<file path="src/rtl/mips_ctrl_pkg.sv">
// mips_ctrl_pkg: shared encodings for the multicycle MIPS control unit.
// Optional feature macro: JUMP_INSN_EN (adds the JUMP state and makes j legal).
package mips_ctrl_pkg;

  typedef enum logic [3:0] {
    ST_RST    = 4'd0,
    ST_FETCH  = 4'd1,
    ST_DECODE = 4'd2,
    ST_MEMADR = 4'd3,
    ST_MEMRD  = 4'd4,
    ST_MEMWB  = 4'd5,
    ST_MEMWR  = 4'd6,
    ST_EXEC   = 4'd7,
    ST_RWB    = 4'd8,
    ST_BRANCH = 4'd9
`ifdef JUMP_INSN_EN
    ,
    ST_JUMP   = 4'd10
`endif
  } stateT;

`ifdef JUMP_INSN_EN
  localparam bit JUMP_EN = 1'b1;
`else
  localparam bit JUMP_EN = 1'b0;
`endif

  // Opcode field values
  localparam logic [5:0] OP_RTYPE = 6'b000000;
  localparam logic [5:0] OP_LW    = 6'b100011;
  localparam logic [5:0] OP_SW    = 6'b101011;
  localparam logic [5:0] OP_BEQ   = 6'b000100;
  localparam logic [5:0] OP_J     = 6'b000010;

  // ALUOp codes
  localparam logic [1:0] ALUOP_ADD   = 2'b00;
  localparam logic [1:0] ALUOP_SUB   = 2'b01;
  localparam logic [1:0] ALUOP_FUNCT = 2'b10;

  // ALUSrcB codes
  localparam logic [1:0] SRCB_REG   = 2'b00;
  localparam logic [1:0] SRCB_FOUR  = 2'b01;
  localparam logic [1:0] SRCB_IMM   = 2'b10;
  localparam logic [1:0] SRCB_SHIMM = 2'b11;

  // PCSource codes
  localparam logic [1:0] PCSRC_ALU    = 2'b00;
  localparam logic [1:0] PCSRC_ALUOUT = 2'b01;
  localparam logic [1:0] PCSRC_JUMP   = 2'b10;

  // State-decoded control word. fetchWrite marks the FETCH strobes
  // (IRWrite and PCWrite) that are only asserted once memory is ready.
  typedef struct packed {
    logic       pcWrite;
    logic       fetchWrite;
    logic       pcWriteCond;
    logic       iorD;
    logic       memRead;
    logic       memWrite;
    logic       memtoReg;
    logic       regWrite;
    logic       regDst;
    logic       aluSrcA;
    logic [1:0] pcSource;
    logic [1:0] aluOp;
    logic [1:0] aluSrcB;
  } ctrlT;

  // True for opcodes the controller knows how to sequence.
  function automatic logic opSupported(input logic [5:0] op);
    logic ok;
    ok = (op == OP_RTYPE) || (op == OP_LW) || (op == OP_SW) || (op == OP_BEQ) ||
         ((op == OP_J) && JUMP_EN);
    return ok;
  endfunction

endpackage

</file>
<file path="src/rtl/multicycle_control_if.sv">
// multicycle_control_if: controller <-> datapath signal bundle.
// slave = controller side, master = datapath (or bench) side.
interface multicycle_control_if;
  logic [5:0] Op;
  logic       mem_ready;
  logic       PCWrite;
  logic       PCWriteCond;
  logic       IorD;
  logic       MemRead;
  logic       MemWrite;
  logic       IRWrite;
  logic       MemtoReg;
  logic       RegWrite;
  logic       RegDst;
  logic       ALUSrcA;
  logic [1:0] PCSource;
  logic [1:0] ALUOp;
  logic [1:0] ALUSrcB;
  logic       illegal_op;
  logic [3:0] state;

  modport slave (
    input  Op, mem_ready,
    output PCWrite, PCWriteCond, IorD, MemRead, MemWrite, IRWrite, MemtoReg,
           RegWrite, RegDst, ALUSrcA, PCSource, ALUOp, ALUSrcB, illegal_op, state
  );

  modport master (
    output Op, mem_ready,
    input  PCWrite, PCWriteCond, IorD, MemRead, MemWrite, IRWrite, MemtoReg,
           RegWrite, RegDst, ALUSrcA, PCSource, ALUOp, ALUSrcB, illegal_op, state
  );
endinterface

</file>
<file path="src/rtl/mc_next_state.sv">
// mc_next_state: combinational transition logic of the multicycle controller.
// Optional feature macro: JUMP_INSN_EN (DECODE of j goes to JUMP).
module mc_next_state
  import mips_ctrl_pkg::*;
(
  input  stateT      curState,
  input  logic [5:0] op,
  input  logic       memReady,
  output stateT      nextState
);

  // Next state; memReady is only looked at in FETCH, MEMRD and MEMWR.
  always_comb begin
    nextState = ST_FETCH;
    case (curState)
      ST_RST:    nextState = ST_FETCH;
      ST_FETCH:  nextState = memReady ? ST_DECODE : ST_FETCH;
      ST_DECODE: begin
        case (op)
          OP_LW, OP_SW: nextState = ST_MEMADR;
          OP_RTYPE:     nextState = ST_EXEC;
          OP_BEQ:       nextState = ST_BRANCH;
`ifdef JUMP_INSN_EN
          OP_J:         nextState = ST_JUMP;
`endif
          default:      nextState = ST_FETCH;
        endcase
      end
      ST_MEMADR: nextState = (op == OP_LW) ? ST_MEMRD : ST_MEMWR;
      ST_MEMRD:  nextState = memReady ? ST_MEMWB : ST_MEMRD;
      ST_MEMWR:  nextState = memReady ? ST_FETCH : ST_MEMWR;
      ST_EXEC:   nextState = ST_RWB;
      default:   nextState = ST_FETCH;
    endcase
  end

endmodule

</file>
<file path="src/rtl/multicycle_control.sv">
// multicycle_control: Moore FSM sequencing a multicycle MIPS datapath
// (lw, sw, R-type, beq and optionally j).
// Optional feature macro: JUMP_INSN_EN (adds the JUMP state for j).
module multicycle_control
  import mips_ctrl_pkg::*;
(
  input  logic                  clk,
  input  logic                  rst_n,
  multicycle_control_if.slave   bus
);

  stateT state;
  stateT nextState;
  ctrlT  ctrlQ;

  mc_next_state uNextState (
    .curState  (state),
    .op        (bus.Op),
    .memReady  (bus.mem_ready),
    .nextState (nextState)
  );

  // Control word for a state; anything not set here stays 0.
  function automatic ctrlT decodeState(input stateT s);
    ctrlT c;
    c = '0;
    case (s)
      ST_FETCH: begin
        c.memRead    = 1'b1;
        c.fetchWrite = 1'b1;
        c.aluSrcB    = SRCB_FOUR;
        c.aluOp      = ALUOP_ADD;
        c.pcSource   = PCSRC_ALU;
      end
      ST_DECODE: begin
        c.aluSrcB = SRCB_SHIMM;
        c.aluOp   = ALUOP_ADD;
      end
      ST_MEMADR: begin
        c.aluSrcA = 1'b1;
        c.aluSrcB = SRCB_IMM;
        c.aluOp   = ALUOP_ADD;
      end
      ST_MEMRD: begin
        c.memRead = 1'b1;
        c.iorD    = 1'b1;
      end
      ST_MEMWB: begin
        c.regWrite = 1'b1;
        c.memtoReg = 1'b1;
      end
      ST_MEMWR: begin
        c.memWrite = 1'b1;
        c.iorD     = 1'b1;
      end
      ST_EXEC: begin
        c.aluSrcA = 1'b1;
        c.aluSrcB = SRCB_REG;
        c.aluOp   = ALUOP_FUNCT;
      end
      ST_RWB: begin
        c.regWrite = 1'b1;
        c.regDst   = 1'b1;
      end
      ST_BRANCH: begin
        c.aluSrcA     = 1'b1;
        c.aluSrcB     = SRCB_REG;
        c.aluOp       = ALUOP_SUB;
        c.pcWriteCond = 1'b1;
        c.pcSource    = PCSRC_ALUOUT;
      end
`ifdef JUMP_INSN_EN
      ST_JUMP: begin
        c.pcWrite  = 1'b1;
        c.pcSource = PCSRC_JUMP;
      end
`endif
      default: c = '0;
    endcase
    return c;
  endfunction

  // State register plus the control word registered for the state being entered;
  // async reset clears both so outputs drop to 0 without waiting for clk.
  always_ff @(posedge clk or negedge rst_n) begin
    if (!rst_n) begin
      state <= ST_RST;
      ctrlQ <= '0;
    end else begin
      state <= nextState;
      ctrlQ <= decodeState(nextState);
    end
  end

  // FETCH strobes wait for the memory; illegal_op flags DECODE of an unknown opcode.
  assign bus.IRWrite     = ctrlQ.fetchWrite & bus.mem_ready;
  assign bus.PCWrite     = ctrlQ.pcWrite | (ctrlQ.fetchWrite & bus.mem_ready);
  assign bus.illegal_op  = (state == ST_DECODE) && !opSupported(bus.Op);

  assign bus.PCWriteCond = ctrlQ.pcWriteCond;
  assign bus.IorD        = ctrlQ.iorD;
  assign bus.MemRead     = ctrlQ.memRead;
  assign bus.MemWrite    = ctrlQ.memWrite;
  assign bus.MemtoReg    = ctrlQ.memtoReg;
  assign bus.RegWrite    = ctrlQ.regWrite;
  assign bus.RegDst      = ctrlQ.regDst;
  assign bus.ALUSrcA     = ctrlQ.aluSrcA;
  assign bus.PCSource    = ctrlQ.pcSource;
  assign bus.ALUOp       = ctrlQ.aluOp;
  assign bus.ALUSrcB     = ctrlQ.aluSrcB;
  assign bus.state       = state;

endmodule

</file>
<file path="src/flat_wrapper.sv">
// flat-port wrapper written by rule: the top's interface ports become plain ports
module multicycle_control_flat import mips_ctrl_pkg::*;
  (clk, rst_n, bus_Op, bus_mem_ready, bus_PCWrite, bus_PCWriteCond, bus_IorD, bus_MemRead, bus_MemWrite, bus_IRWrite, bus_MemtoReg, bus_RegWrite, bus_RegDst, bus_ALUSrcA, bus_PCSource, bus_ALUOp, bus_ALUSrcB, bus_illegal_op, bus_state);
  multicycle_control_if bus_i ();
  input  logic clk;
  input  logic rst_n;
  input wire logic [$bits(bus_i.Op)-1:0] bus_Op;
  input wire logic [$bits(bus_i.mem_ready)-1:0] bus_mem_ready;
  output wire logic [$bits(bus_i.PCWrite)-1:0] bus_PCWrite;
  output wire logic [$bits(bus_i.PCWriteCond)-1:0] bus_PCWriteCond;
  output wire logic [$bits(bus_i.IorD)-1:0] bus_IorD;
  output wire logic [$bits(bus_i.MemRead)-1:0] bus_MemRead;
  output wire logic [$bits(bus_i.MemWrite)-1:0] bus_MemWrite;
  output wire logic [$bits(bus_i.IRWrite)-1:0] bus_IRWrite;
  output wire logic [$bits(bus_i.MemtoReg)-1:0] bus_MemtoReg;
  output wire logic [$bits(bus_i.RegWrite)-1:0] bus_RegWrite;
  output wire logic [$bits(bus_i.RegDst)-1:0] bus_RegDst;
  output wire logic [$bits(bus_i.ALUSrcA)-1:0] bus_ALUSrcA;
  output wire logic [$bits(bus_i.PCSource)-1:0] bus_PCSource;
  output wire logic [$bits(bus_i.ALUOp)-1:0] bus_ALUOp;
  output wire logic [$bits(bus_i.ALUSrcB)-1:0] bus_ALUSrcB;
  output wire logic [$bits(bus_i.illegal_op)-1:0] bus_illegal_op;
  output wire logic [$bits(bus_i.state)-1:0] bus_state;
  assign bus_i.Op = bus_Op;
  assign bus_i.mem_ready = bus_mem_ready;
  assign bus_PCWrite = bus_i.PCWrite;
  assign bus_PCWriteCond = bus_i.PCWriteCond;
  assign bus_IorD = bus_i.IorD;
  assign bus_MemRead = bus_i.MemRead;
  assign bus_MemWrite = bus_i.MemWrite;
  assign bus_IRWrite = bus_i.IRWrite;
  assign bus_MemtoReg = bus_i.MemtoReg;
  assign bus_RegWrite = bus_i.RegWrite;
  assign bus_RegDst = bus_i.RegDst;
  assign bus_ALUSrcA = bus_i.ALUSrcA;
  assign bus_PCSource = bus_i.PCSource;
  assign bus_ALUOp = bus_i.ALUOp;
  assign bus_ALUSrcB = bus_i.ALUSrcB;
  assign bus_illegal_op = bus_i.illegal_op;
  assign bus_state = bus_i.state;
  multicycle_control u_core (.clk(clk), .rst_n(rst_n), .bus(bus_i));
endmodule
</file>
<file path="config.mk">
export PLATFORM = sky130hd
export DESIGN_NAME = multicycle_control_flat
export DESIGN_NICKNAME = d
export VERILOG_FILES = /design/src/rtl/mips_ctrl_pkg.sv /design/src/rtl/multicycle_control_if.sv /design/src/rtl/mc_next_state.sv /design/src/rtl/multicycle_control.sv /design/src/flat_wrapper.sv
export SDC_FILE = /design/constraint.sdc
export NUM_CORES = 1
export LEC_CHECK = 0
export CAP_MARGIN = 10
export CORE_UTILIZATION = 43
export DETAILED_ROUTE_END_ITERATION = 10
export GPL_ROUTABILITY_DRIVEN = 1
export MAX_ROUTING_LAYER = met4
export PLACE_DENSITY = 0.77
export SLEW_MARGIN = 20
export SYNTH_ARGS = -nofsm -noshare
export SYNTH_HDL_FRONTEND = slang
export SYNTH_HIERARCHICAL = 1
export SYNTH_SLANG_ARGS = --single-unit
</file>
<file path="constraint.sdc">
create_clock -name clk -period 2.21 [get_ports clk]
set_input_delay 0.663 -clock clk [delete_from_list [all_inputs] [get_ports clk]]
set_output_delay 0.663 -clock clk [all_outputs]
set_load 0.05 [all_outputs]
</file>
# == Word-level counts from Yosys, hierarchy flattened ==
# Index checks and enable logic that the tools add are counted.
# word_totals
wordCells,60
regBits,18
output_inout_bits,21
# classes
muxes,17
n_eq_ne,18
n_bitwise,1
n_reduce_logical,11
# ops
operator,n
equality test 4 x 3 -> 1 bit (second input constant),7
case mux 4 bit (6 select lines),1
case mux 4 bit (5 select lines),1
equality test 4 x 2 -> 1 bit (second input constant),4
equality test 6 bit (second input constant),2
case mux 4 bit (3 select lines),1
2-to-1 mux 1 bit,11
equality test 4 x 1 -> 1 bit (second input constant),2
equality test 4 bit (second input constant),2
OR reduction 2 bit,4
equality test 6 x 3 -> 1 bit (second input constant),1
logical NOT 6 bit,1
2-to-1 mux 2 bit,2
logical OR 1 bit,3
2-to-1 mux 3 bit,1
OR reduction 3 bit,1
bitwise AND 1 bit,1
logical AND 1 bit,1
logical NOT 1 bit,1

# == Depth between registers and ports, before layout ==
# Gate-level depths: netlist of the first run.
# depth
word_depth,7
depth_mapped,8

# == By module ==
# The synthesis of the first run kept the hierarchy.
# modules_own_cells
mod,cells_per_inst,instances,seq_area_each_um2,area_each_um2
multicycle_control,57,1,425.4,674.4
mc_next_state,23,1,0.0,166.4

# == Worst setup path before layout of the first run ==
# No wires, ideal clock.
# synth_path
kind,input to output
from,input port bus_Op[2]
to,output port bus_illegal_op
required_ns,1.547
cell_stages,3
slack_ns,-0.762
arrival_ns,2.309
path_cell_list,nand4b_1 a21oi_1 nor4_1
# synth_between
elab_chain_cells,6
elab_cells_between_ends,9
classes_between,3 x eq/ne; 6 x reduce/logical
# synth_lines
element,line_no,rtl
"start, declared",flat_wrapper.sv:7,input wire logic [$bits(bus_i.Op)-1:0] bus_Op;
equality test 6 bit or logical NOT 6 bit (tied branches),mips_ctrl_pkg.sv:72,ok = (op == OP_RTYPE) || (op == OP_LW) || (op == OP_SW) || (op == OP_BEQ) ||
logical OR 1 bit (2 in a row),mips_ctrl_pkg.sv:72,
logical OR 1 bit *,mips_ctrl_pkg.sv:72,
logical NOT 1 bit *,multicycle_control.sv:98,assign bus.illegal_op = (state == ST_DECODE) && !opSupported(bus.Op);
logical AND 1 bit *,multicycle_control.sv:98,
"end, declared",flat_wrapper.sv:22,output wire logic [$bits(bus_i.illegal_op)-1:0] bus_illegal_op;
# Mark *: on every way between the ends. The rest lies on a longest branch, timed or not.

# == Final worst setup path of the first run ==
# layout_path
from,input port bus_Op[5]
to,output port bus_illegal_op
# Same word-level chain as after synthesis.

==> results of run 1 <==
==> stage by stage <==
step                      power [mW]  std cells  util, %  cell area, µm²
final                          1.779        141    70.67            1260
after global routing           1.884        141    70.67            1260
after CTS                      1.786        141    70.53            1257
after detailed placement       1.617        137    68.14            1215
after global placement         1.590        137    68.14            1215
after floorplan                1.262         80        -           855.8
==> power by group <==
part           switching, mW  leakage, nW  total [mW]  internal [mW]
sequential            0.0825        0.225       0.492          0.410
clock                 0.0830       0.0150       0.153         0.0699
combinational          0.688        0.330        1.13          0.446
==> how the worst max path moves through the flow <==
stage | end | slack (ns) | cells after the start
2_1_floorplan | bus_illegal_op | 0.009 | 3
3_3_place_gp | bus_illegal_op | -0.55 | 5
3_5_place_dp | bus_illegal_op | -0.61 | 5
4_1_cts | bus_illegal_op | -0.12 | 5
5_1_grt | bus_illegal_op | -0.15 | 5
6_report | bus_illegal_op | -0.13 | 5
==> state kept, by name, summed over array words and instances (netlist names) <==
signal / cells
u_core/ctrlQ: 1
u_core/bus.RegWrite: 1
u_core/bus.RegDst: 1
u_core/bus.MemRead: 1
u_core/bus.PCSource: 1
u_core/bus.state: 4
u_core/bus.MemtoReg: 1
u_core/bus.ALUOp: 2
u_core/bus.IorD: 1
u_core/bus.MemWrite: 1
u_core/bus.ALUSrcB: 2
u_core/bus.ALUSrcA: 1
==> placed cells by master, fill, tap and decap left out, types with 3 or more instances in the layout <==
master,Yosys,layout
a21oi_1,5,4
and4b_1,3,3
buf_4,7,19
buf_6,0,3
clkbuf_4,0,3
clkdlybuf4s50_1,0,14
dfrtp_1,17,17
nand2b_1,5,5
nor2_1,8,8
nor3_1,6,5
nor3b_1,3,3
==> layer usage <==
layer / up-vias / part of all wire [%] / routed length [µm] / GRT usage (%)
met3: 6 / 3.1 / 58 / 4.314
met4: 0 / 2.8 / 52 / 11.76
met2: 23 / 53 / 992 / 35.21
li1: 345 / - / - / -
met1: 350 / 41 / 775 / 23.99
met5: - / 0 / 0 / -
==> logic make-up after synthesis <==
kind of cell,share of synthesized area (%)
XOR/XNOR,2.084
AO/OA/AOI/OAI,8.630
other,0.4460
buffers and inverters,9.077
multiplexers,1.191
flip-flops,50.60
AND/OR/NAND/NOR,27.98
==> layout make-up <==
class	instances	share of cell area, %
multi-input combinational	51	29.89
sequential	17	33.76
tap	25	2.483
timing repair buffer	43	31.48
clock buffer	4	2.085
inverter	1	0.2979
==> repair_timing <==
action | CTS | global route
pin swaps | 3 | 0
resized for setup | 24 | 3
gates cloned | 0 | 0
endpoints found under the setup margin | 12 | 3
==> results.cfg, run 1 <==
[outcome]
outcome = finished, violations left
violations = negative setup slack

[synthesis]
synthFlopType = dfrtp_1
postSynthAreaPerCell_um2 = 10.51
synth_area_um2 = 840.8
yosys-top-cells-count = dfrtp_1, nor2_1, buf_4
synth-async-reset-ratio_pct = 100.0
syn_nets = 89
synthCells = 80
synth_cell_type_count = 28
synth-edff-count = 0
yosysMostFrequentCell = dfrtp_1
yosys_warnings = 6
yosys-top-cells-area = dfrtp_1, buf_4, nand2b_1
yosys.area.top_type_share_pct = 50.60
yosysTopAreaCell = dfrtp_1
synth_seq_area_share_pct = 50.60
synth-seq-cells = 17

[route]
route.vias.total = 724
wl_per_cell_um = 13.33
wl_mm = 1.879
firstDrtPassIters = 4
final_antenna_net_count = 0
vias_per_cell = 5.135
route.detailed.drc = 0
drt_iter0_markers = 11

[min_path]
hold_class = in2async

[floorplanning]
coreArea_mm2 = 0.001783
die_width_um = 46.22
num_rows = 15
die_area_mm2 = 0.002136
start_util_pct = 47.16
die_height_um = 46.22
pin_count = 30

[global_route]
grt_first_pass_wirelength_mm = 3.056
track_usage_pct = 21.34
grt_antenna_before_repair = 0
first_global_vias = 700
grt_max_degree = 18
grt-ovfl-total = 0

[cts]
post_cts_buffers = 0
cts_buffers = 3
cts.path.max_buffers = 2
clk_latency_ns = 0.28
cts_tree = yes
clock_sinks = 17
cts-root-buf = clkbuf_4
ctsHoldBuffers = 0
htreeDepth = 1
clk_pin_slew_worst_paths_ns = 0.09

[layout]
n_antenna_cell = 0
fillers = 140
final_nets = 126
layout-drive-gt1-share_pct = 33.62
seqCellArea_um2 = 425.4
area_growth_pct = 49.85
multi_input_area_um2 = 376.6

[placement]
place_worst_setup_slack_ns = -0.6051
dp_hpwl_mm = 1.469
portBuffers = 28
place_congestion = 0.8829

[sta]
min_period_over_period_pct = 105.9
fin_hold_ws_ns = 0.6973
slew_headroom_pct = 66.06
clock_skew_ns = 0.002249
fmax_ghz = 0.4274
setup_ws_ns = -0.1300
setup_viol = 1
worstMarginPinSlew_ns = 0.5075
finalSetupTns_ns = -0.1300
hold_viol_final = 0
slew_violations = 0
rsz0062_at_grt = true
period_minus_slack_ns = 2.340

[worst_setup_path]
crit_slowest_cell = or4_4
r2r_setup_slack_ns = 0.44
critPathMaxStageDelay_ns = 0.54
critPathRequiredTime_ns = 1.55
crit_path_start_kind = input pin
rr_endpoint = u_core/bus.ALUSrcB[0]
cp_common_cell = buf_6
worst-path-max-fanout = 2
crit_chain = buf_6, or4_4, a21oi_4, nor4_4, buf_6
startpoint = bus_Op[5]
r2r-start = u_core/bus.state[0]
cp_num_buf_inv = 2
end_kind = output port
crit_family = simple AND/OR/NAND/NOR gates
reg2reg_depth = 7
worstSetupPathType = in2out
arrival_ns = 1.68

[power_and_ir_drop]
ir_drop_mv = 0.8304
leakage_nw = 0.5702
power_density_mw_per_mm2 = 1412

[flow_run]
drv_cap = 0
Note: power is estimated with default switching activity, not from simulation.
==> inputs of run 2 (changes only) <==
- SKIP_CTS_REPAIR_TIMING: not set -> 1
==> run 2 against run 1 <==
Against the previous run:
- the flow still finishes with violations (negative setup slack)
- utilization up 0.98 points
- critical path depth unchanged
- die area unchanged
- final cell count up 0.71%
- final area up 1.4%
- sequential cell count unchanged
- non-clock buffer count up 1
- power up 0.96%
- clock power about the same
- routed wire length up 4.6%
- global-route usage down 0.85 points
- critical path type unchanged
- highest routed layer unchanged
==> results.cfg, run 2 (synthesis gave the netlist of run 1 again) <==
[global_route]
grt_antenna_before_repair = 0
grt_max_degree = 18
track_usage_pct = 20.49
first_global_vias = 686
grt_first_pass_wirelength_mm = 2.953
grt-ovfl-total = 0

[sta]
slew_headroom_pct = 66.06
clock_skew_ns = 0.001984
period_minus_slack_ns = 2.347
rsz0062_at_grt = true
fmax_ghz = 0.4260
setup_ws_ns = -0.1373
min_period_over_period_pct = 106.2
finalSetupTns_ns = -0.1373
slew_violations = 0
worstMarginPinSlew_ns = 0.5076
setup_viol = 1
hold_viol_final = 0

[power_and_ir_drop]
p_total_mw = 1.797
seqPwrFrac_pct = 27.5
leakage_nw = 0.5959
pwr-share-comb_pct = 64.0
ir_drop_mv = 0.8028
power_density_mw_per_mm2 = 1406
p_sw_share_pct = 47.74
p_sw_mw = 0.8577
power.share.clock_pct = 8.5
p_int_mw = 0.9388

[layout]
area_growth_pct = 51.94
fillers = 134
multi_input_area_um2 = 374.1
n_antenna_cell = 0
largest_reg_flops = 4
final_common_cell = buf_4
finalInstanceArea_mm2 = 0.001277
final_nets = 127
fin_util_pct = 71.65
largest_register = u_core/bus.state
final_cell_mix = buf_4, dfrtp_1, clkdlybuf4s50_1
seqCellArea_um2 = 425.4
layout-drive-gt1-share_pct = 33.33

[cts]
cts-root-buf = clkbuf_4
cts_buffers = 3
clk_latency_ns = 0.27
clk_pin_slew_worst_paths_ns = 0.09
cts_tree = yes
htreeDepth = 1
clock_sinks = 17
cts.path.max_buffers = 2

[route]
route.vias.total = 736
wl_mm = 1.965
route.detailed.drc = 0
wl_per_cell_um = 13.84
vias_per_cell = 5.183
drt_iter0_markers = 12
final_antenna_net_count = 0
firstDrtPassIters = 4

[worst_setup_path]
critPathMaxStageDelay_ns = 0.55
worstSetupPathType = in2out
critPathRequiredTime_ns = 1.55
arrival_ns = 1.68
crit_slowest_cell = or4_4
worst-path-max-fanout = 2
crit_path_start_kind = input pin
crit_family = simple AND/OR/NAND/NOR gates
crit_chain = buf_6, or4_4, a21oi_4, nor4_4, buf_6
cp_common_cell = buf_6
cp_num_buf_inv = 2
end_kind = output port

[flow_run]
drv_cap = 0

[floorplanning]
die_height_um = 46.22
coreArea_mm2 = 0.001783
die_area_mm2 = 0.002136
num_rows = 15
die_width_um = 46.22
start_util_pct = 47.16
pin_count = 30

[min_path]
hold_class = in2async

[placement]
dp_hpwl_mm = 1.469
dpl_cell_area_mm2 = 0.001215
portBuffers = 28
place_congestion = 0.8829

[outcome]
violations = negative setup slack
outcome = finished, violations left
run 2: cell types whose count changed in the layout (fill, tap and decap cells not counted):
cell and change:
dlymetal6s2s_1 +3, dlygate4sd2_1 -2, a21oi_1 -1, a21oi_2 +1, and2_2 +1, and2_4 -1
buf_2 -1, clkbuf_2 +1, nor3_1 +1, nor3_2 -1
run 2: through the flow:
step,std cells,setup WS (ns),hold WS (ns)
4_1_cts,141,-0.6084,0.7004
6_report,142,-0.1373,0.6995
3_5_place_dp,137,-0.6051,0.8158
2_1_floorplan,80,0.009361,0.3674
3_3_place_gp,137,-0.5528,0.7954
5_1_grt,142,-0.1462,0.7172
run 2: cell type report:
| cell class | count | area share (%) |
|---|---|---|
| inverters | 1 | 0.2938 |
| clock buffers | 4 | 2.057 |
| repair buffers | 44 | 32.61 |
| flip-flops and latches | 17 | 33.30 |
| well taps | 25 | 2.449 |
| multi-input cells | 51 | 29.28 |
run 2: final timing paths:
check                               startpoint             endpoint  cells past startpoint  slack [ns]
min in group clk           u_core/bus.state[3]  u_core/bus.state[3]                      2        0.84
hold / removal                           rst_n  u_core/bus.ALUOp[1]                      2        0.70
setup / recovery                     bus_Op[3]       bus_illegal_op                      5       -0.14
hold reg to reg            u_core/bus.state[3]  u_core/bus.state[3]                      2        0.84
setup reg to reg           u_core/bus.state[1]  u_core/bus.MemWrite                      7        0.35
max in group asynchronous                rst_n  u_core/bus.state[3]                      2        1.33
run 2: layer usage:
metal	wire length (µm)	share of wire, %	vias up	global-route usage, %
met2	1051	53	32	34.37
met1	803	41	353	23.74
met5	0	0	-	-
met4	13	0.66	0	9.412
li1	-	-	349	-
met3	96	4.9	2	3.529
run 2: power groups by stage:
| stage | registers, mW | logic [mW] | clock network [mW] |
|---|---|---|---|
| finish | 0.494 | 1.15 | 0.152 |
| global route | 0.506 | 1.22 | 0.170 |
| CTS | 0.494 | 1.12 | 0.161 |
| detailed placement | 0.500 | 1.12 | 0 |
| global placement | 0.492 | 1.10 | 0 |
| floorplan | 0.719 | 0.543 | 0 |
==> inputs of run 3 (changes only) <==
- CORE_ASPECT_RATIO: not set -> 1.1
- GPL_ROUTABILITY_DRIVEN: 1 -> not set
==> run 3 against run 2 <==
Against the previous run:
- the run still ends with negative setup slack left
- sequential power decreased by 1%
- via count decreased by 4.1%
- utilization decreased by 2.1 points
- critical path depth unchanged
- global-route usage decreased by 2.0 points
- worst setup slack improved by 0.021 ns
- first-iteration DRC count increased by 50%
- sequential cell count unchanged
- clock skew about the same
- final area decreased by 1.9%
- non-clock buffer count decreased by 2
==> results.cfg, run 3 (synthesis gave the netlist of run 1 again) <==
[sta]
rsz0062_at_grt = true
slew_violations = 0
setup_ws_ns = -0.1163
fin_hold_ws_ns = 0.8054
clock_skew_ns = 0.002073
hold_viol_final = 0
finalSetupTns_ns = -0.1163
setup_viol = 1
min_period_over_period_pct = 105.3
slew_headroom_pct = 51.77
fmax_ghz = 0.4299
period_minus_slack_ns = 2.326
worstMarginPinSlew_ns = 0.7212

[layout]
largest_register = u_core/bus.state
fillers = 148
n_antenna_cell = 0
seqCellArea_um2 = 425.4
fin_util_pct = 69.58
largest_reg_flops = 4
finalInstanceArea_mm2 = 0.001254
layoutNonFillerInstCount = 133
multi_input_area_um2 = 377.9
final_cell_mix = buf_4, dfrtp_1, clkdlybuf4s50_1
final_common_cell = buf_4
layout-drive-gt1-share_pct = 33.04
area_growth_pct = 49.11
final_nets = 125

[route]
vias_per_cell = 5.308
drt_iter0_markers = 18
route.detailed.drc = 0
route.vias.total = 706
wl_mm = 1.789
final_antenna_net_count = 0
wl_per_cell_um = 13.45
firstDrtPassIters = 8

[floorplanning]
pin_count = 30
die_height_um = 48.38
num_rows = 16
coreArea_mm2 = 0.001802
die_width_um = 44.16
die_area_mm2 = 0.002136
start_util_pct = 46.67

[worst_setup_path]
crit_path_start_kind = input pin
critPathRequiredTime_ns = 1.55
end_kind = output port
worst-path-max-fanout = 2
arrival_ns = 1.66
worstSetupPathType = in2out

[cts]
clk_pin_slew_worst_paths_ns = 0.09
cts-root-buf = clkbuf_4
htreeDepth = 1
cts_tree = yes
clk_latency_ns = 0.28
clock_sinks = 17
cts.path.max_buffers = 2
cts_buffers = 3

[global_route]
track_usage_pct = 18.51
grt_first_pass_wirelength_mm = 2.939
grt_antenna_before_repair = 0
grt.busiest_layer = met2
grt_util_met2_pct = 28.68
use_met1_pct = 23.94
grtUsageMet3_pct = 1.866
grt-ovfl-total = 0
first_global_vias = 683
grt_max_degree = 18

[flow_run]
drv_cap = 0

[power_and_ir_drop]
ir_drop_mv = 1.054
seqPwrFrac_pct = 27.7
p_sw_mw = 0.8502
power.share.clock_pct = 8.8
p_sw_share_pct = 48.11
power_density_mw_per_mm2 = 1410
leakage_nw = 0.5879
pwr-share-comb_pct = 63.5
p_int_mw = 0.9171

[placement]
post-place-cells = 128
place_congestion = 0.8741
dp_hpwl_mm = 1.288
dpl_cell_area_mm2 = 0.001191
portBuffers = 28

[outcome]
violations = negative setup slack
outcome = finished, violations left

[min_path]
hold_class = in2async
-- run 3: power groups by stage --
stage	Clock (mW)	Sequential, mW	Combinational (mW)
after floorplan	0	0.719	0.543
after global routing	0.175	0.504	1.20
after CTS	0.163	0.490	1.10
after detailed placement	0	0.496	1.09
after global placement	0	0.492	1.08
final	0.156	0.489	1.12
-- run 3: worst paths after layout --
kind | slack (ns) | endpoint | from | depth (start not counted)
worst max-delay path | -0.12 | bus_illegal_op | bus_Op[5] | 5
min in group clk | 0.82 | u_core/bus.state[3] | u_core/bus.state[3] | 2
worst max register to register | 0.44 | u_core/ctrlQ[14] | u_core/bus.state[0] | 6
worst min-delay path | 0.81 | u_core/bus.RegWrite | rst_n | 1
max in group asynchronous | 0.95 | u_core/bus.state[0] | rst_n | 1
worst min register to register | 0.82 | u_core/bus.state[3] | u_core/bus.state[3] | 2
-- run 3: worst max-delay path, stage by stage --
cell	delay [ns]
buf_6	0.09
or4_4	0.54
a21oi_4	0.15
nor4_4	0.05
buf_6	0.16
-- run 3: cell type report --
class	count	area share (%)
well taps	18	1.796
clock buffers	4	2.096
repair buffers	42	31.74
flip-flops and latches	17	33.93
inverters	1	0.2994
multi-input cells	51	30.14
-- run 3: through the flow --
step                worst slack (ns)  power, mW
detailed placement           -0.5758      1.589
CTS                          -0.5848      1.752
global placement             -0.5548      1.569
floorplan                   0.009361      1.262
global route                 -0.1383      1.874
finish                       -0.1163      1.767
-- run 3: layer usage --
metal	part of all wire, %	routed length [µm]
met5	0	0
met4	1.7	31
met3	5.5	99
met2	51	913
met1	42	744
